==> src/rtl/cond_pkg.sv <==
// cond_pkg: ARM condition-code encodings and NZCV flag bit positions.
package cond_pkg;
    localparam logic [3:0] EQ = 4'h0;
    localparam logic [3:0] NE = 4'h1;
    localparam logic [3:0] CS = 4'h2;
    localparam logic [3:0] CC = 4'h3;
    localparam logic [3:0] MI = 4'h4;
    localparam logic [3:0] PL = 4'h5;
    localparam logic [3:0] VS = 4'h6;
    localparam logic [3:0] VC = 4'h7;
    localparam logic [3:0] HI = 4'h8;
    localparam logic [3:0] LS = 4'h9;
    localparam logic [3:0] GE = 4'hA;
    localparam logic [3:0] LT = 4'hB;
    localparam logic [3:0] GT = 4'hC;
    localparam logic [3:0] LE = 4'hD;
    localparam logic [3:0] AL = 4'hE;
    localparam int N_BIT = 3;
    localparam int Z_BIT = 2;
    localparam int C_BIT = 1;
    localparam int V_BIT = 0;
endpackage

==> src/rtl/cond_check.sv <==
// cond_check: combinational evaluation of an ARM condition field against NZCV.
module cond_check
    import cond_pkg::*;
(
    input  logic [3:0] cond,
    input  logic [3:0] flags,
    output logic       ce
);
    logic n, z, c, v;
    assign n = flags[N_BIT];
    assign z = flags[Z_BIT];
    assign c = flags[C_BIT];
    assign v = flags[V_BIT];
    always_comb begin
        ce = 1'b1;
        case (cond)
            EQ: ce = z;
            NE: ce = ~z;
            CS: ce = c;
            CC: ce = ~c;
            MI: ce = n;
            PL: ce = ~n;
            VS: ce = v;
            VC: ce = ~v;
            HI: ce = c & ~z;
            LS: ce = ~c | z;
            GE: ce = n == v;
            LT: ce = n != v;
            GT: ce = ~z & (n == v);
            LE: ce = z | (n != v);
            default: ce = 1'b1;
        endcase
    end
endmodule

==> src/rtl/cond_unit.sv <==
// cond_unit: conditional-execute stage; gates decoder writes on NZCV and owns the flags register.
module cond_unit
    import cond_pkg::*;
#(
    parameter int WIDTH = 32
) (
    input  logic             clk,
    input  logic             rst_n,
    input  logic             in_valid,
    output logic             in_ready,
    input  logic [3:0]       cond,
    input  logic [WIDTH-1:0] alu_result,
    input  logic [3:0]       alu_flags,
    input  logic [1:0]       flag_w,
    input  logic             pcs,
    input  logic             reg_w,
    input  logic             mem_w,
    input  logic             no_write,
    input  logic [3:0]       wa3,
    input  logic             flush,
    output logic             out_valid,
    input  logic             out_ready,
    output logic [WIDTH-1:0] out_result,
    output logic [3:0]       out_wa3,
    output logic             pc_src,
    output logic             reg_write,
    output logic             mem_write,
    output logic             cond_ex,
    output logic [3:0]       flags
);
    logic ce, accept;
    cond_check u_check (.cond(cond), .flags(flags), .ce(ce));
    assign in_ready = (~out_valid | out_ready) & ~flush;
    assign accept = in_valid & in_ready;
    always_ff @(posedge clk or negedge rst_n) begin
        if (!rst_n) begin
            out_valid  <= 1'b0;
            out_result <= '0;
            out_wa3    <= '0;
            pc_src     <= 1'b0;
            reg_write  <= 1'b0;
            mem_write  <= 1'b0;
            cond_ex    <= 1'b0;
            flags      <= '0;
        end else if (flush) begin
            out_valid <= 1'b0;
        end else if (accept) begin
            out_valid  <= 1'b1;
            out_result <= alu_result;
            out_wa3    <= wa3;
            pc_src     <= pcs & ce;
            reg_write  <= reg_w & ce & ~no_write;
            mem_write  <= mem_w & ce;
            cond_ex    <= ce;
            if (ce && flag_w[1]) flags[N_BIT:Z_BIT] <= alu_flags[N_BIT:Z_BIT];
            if (ce && flag_w[0]) flags[C_BIT:V_BIT] <= alu_flags[C_BIT:V_BIT];
        end else if (out_ready) begin
            out_valid <= 1'b0;
        end
    end
endmodule
==> config.mk <==
export PLATFORM = sky130hd
export DESIGN_NAME = cond_unit
export DESIGN_NICKNAME = d
export VERILOG_FILES = /design/src/rtl/cond_pkg.sv /design/src/rtl/cond_check.sv /design/src/rtl/cond_unit.sv
export SDC_FILE = /design/constraint.sdc
export NUM_CORES = 1
export LEC_CHECK = 0
export CORE_MARGIN = 2
export CORE_UTILIZATION = 35
export DETAILED_ROUTE_END_ITERATION = 10
export DONT_BUFFER_PORTS = 1
export SETUP_SLACK_MARGIN = 0.15
export SLEW_MARGIN = 20
export SYNTH_ARGS = -nofsm -noshare
export SYNTH_HDL_FRONTEND = slang
export SYNTH_SLANG_ARGS = --single-unit
==> constraint.sdc <==
create_clock -name clk -period 4.6 [get_ports clk]
set_clock_uncertainty 0.15 [all_clocks]
set_input_delay 0.46 -clock clk [delete_from_list [all_inputs] [get_ports clk]]
set_output_delay 0.46 -clock clk [all_outputs]
set_load 0.02 [all_outputs]
==> flow_summary.json <==
{
  "period_share": 0.491,
  "core_mm2": 0.00514,
  "synth_top_cell_area_share": 0.597,
  "grt.overflow.total": 0,
  "grt_util_all_layers": 0.130,
  "slew_violations": 0,
  "finalSetupViolCount": 0,
  "slowest_delay_ns": 0.46,
  "drt_iter0_drc": 14,
  "netlist_area_mm2": 0.00189,
  "clk_latency_ns": 0.28,
  "clock_power_share": 0.235,
  "ant_nets": 0,
  "clk_path_buf_depth": 2,
  "max_freq_mhz": 443,
  "clkTransAtPathRegs_ns": 0.08,
  "area_growth_pct": 11.1,
  "synthesis.nets": 191,
  "antenna_found_initial": 0,
  "async_flop_share": 1.00,
  "grt_pass1_vias": 1237,
  "synth_top_cell_by_area": "dfrtp_1",
  "ys_ff_latch": 45,
  "htreeDepth": 2,
  "drive_gt1_frac": 0.362,
  "fin_nets": 195,
  "yosysMostFrequentCell": "dfrtp_1",
  "final_area_mm2": 0.00210,
  "p_int_mw": 0.706,
  "dpl_cell_area_mm2": 0.00196,
  "wl_per_cell_um": 17.8,
  "ios": 101,
  "via_count": 1087,
  "hpwlAfterDp_um": 2880,
  "dr.pass1.iters": 3,
  "rsz0062_at_grt": "no",
  "avgSynthCellArea_um2": 13.9,
  "start_util": 0.367,
  "holdPathStages": 1,
  "synth_edf_count": 0,
  "die_area_mm2": 0.00599,
  "final.setup.tns_ns": 0,
  "utilization": 0.408,
  "critPathKind": "flip-flop to flip-flop",
  "clock_sinks": 45,
  "worst_path_dominant_cell_family": "flip-flops",
  "p_switching_mw": 0.367,
  "drc": 0,
  "critPathLaunchType": "flip-flop",
  "p_comb_frac": 0.156,
  "cp_slowest_cell": "dfrtp_1",
  "ir_drop_uv": 188,
  "crit_fanout": 46,
  "hold_path_class": "primary input to flip-flop",
  "swShare": 0.342,
  "slew_headroom": 0.650,
  "power.density_mw_per_mm2": 512,
  "rows": 26,
  "grt_first_pass_wirelength_um": 6180,
  "cp.depth": 6,
  "status": "finished clean",
  "die_y_um": 77.4,
  "grt_start_max_net_pins": 47,
  "syn_inst": 136,
  "worstMarginPinSlew_ns": 0.526,
  "min_period_ns": 2.26,
  "ys_seq_area_frac": 0.597,
  "wl_um": 3760,
  "num_antenna_cells": 0,
  "whs_ns": 0.0838,
  "cp-end-kind": "flip-flop",
  "clockRootBuffer": "clkbuf_8",
  "yosys-top-cells-count": "dfrtp_1 (45), mux2_2 (36), nand2_1 (6)",
  "via_per_inst": 5.15,
  "ys_types": 31,
  "nFillCells": 510,
  "arrival_ns": 2.28,
  "cap_violations": 0,
  "path_cells": "nor2b_1 > nor3b_2 > buf_4 > nand2_1 > a31oi_1 > mux2_1",
  "cts_setup_buffers": 0,
  "cts_tree": "yes",
  "required_ns": 4.62,
  "place_congestion": 0.696,
  "critPathBufInv": 1,
  "p_leak_nw": 0.862,
  "synth_top_flop_cell": "dfrtp_1",
  "ys_top_cells_by_area": "dfrtp_1 (60%), mux2_2 (21%), mux2_1 (2.4%)",
  "die_w_um": 77.4,
  "reg2regPathDepth": 6,
  "hold_viol": 0,
  "io_buffers": 0,
  "cts_inserted_buffers": 5,
  "p_seq_frac": 0.608,
  "ys_warn_count": 0
}
## state kept, by name, summed over array words and instances, names as in the netlist
name and flops:
reg_write 1, out_valid 1, out_wa3 4, cond_ex 1, mem_write 1, pc_src 1
out_result 32, flags 4
## kinds of logic (layout without fill, tap and decap cells)
logic type / after synthesis / in the layout / synth area share
buffers and inverters: 11 / 16 / 0.0252
XOR/XNOR: 3 / 3 / 0.0139
AO/OA/AOI/OAI: 14 / 14 / 0.0551
AND/OR/NAND/NOR: 22 / 22 / 0.0644
flip-flops: 45 / 45 / 0.597
multiplexers: 41 / 41 / 0.244
## layer usage
metal	GRT usage	up-vias	wire, µm
li1	-	485	-
met5	0	-	0
met4	0.0607	0	93
met3	0.0477	11	308
met1	0.133	541	1310
met2	0.235	50	2050
## cell usage in the layout, fill, tap and decap left out, types with 2 or more instances in the layout
cell type	Yosys	routed
dfrtp_1	45	45
nand2_1	6	6
mux2_1	4	4
nor2_1	5	5
a31oi_1	2	2
nor2b_1	2	2
inv_1	5	5
o22ai_1	3	3
mux2_2	36	36
xnor2_1	2	2
clkbuf_8	0	7
a21oi_1	2	2
## final cells by class
class | instances | area (µm²) | area share
multi-input cells | 80 | 717 | 0.342
clock buffers | 7 | 96.3 | 0.0460
repair buffers | 3 | 45.0 | 0.0215
inverters | 5 | 18.8 | 0.00896
clock inverters | 1 | 5.00 | 0.00239
flip-flops and latches | 45 | 1130 | 0.537
well taps | 70 | 87.6 | 0.0418
## power groups by stage
stage          logic, mW  registers, mW  clock network (mW)
3_5_place_dp       0.161          0.662                   0
6_report           0.168          0.652               0.252
4_1_cts            0.172          0.654               0.271
3_3_place_gp       0.147          0.656                   0
2_1_floorplan      0.140          0.633                   0
5_1_grt            0.188          0.664               0.290
## metrics by stage
stage,worst slack [ns],cells,total power [mW]
after CTS,2.32,211,1.10
after detailed placement,2.34,201,0.823
after global routing,2.17,211,1.14
after global placement,2.43,201,0.803
final,2.34,211,1.07
after floorplan,2.59,136,0.773
## repair_timing
item,4_1_cts,5_1_grt
hold endpoints to repair,45,0
resized for setup,0,0
setup endpoints to repair,0,0
hold buffers,2,0
## final timing paths
check | start | end | slack [ns]
setup / recovery | out_valid | flags[0] | 2.34
hold / removal | flush | out_valid | 0.08
setup reg to reg | out_valid | flags[0] | 2.34
hold reg to reg | mem_write | mem_write | 0.51
max in group asynchronous | rst_n | out_result[24] | 3.55
min in group asynchronous | rst_n | out_result[2] | 0.55
(Power assumes the default switching activity.)
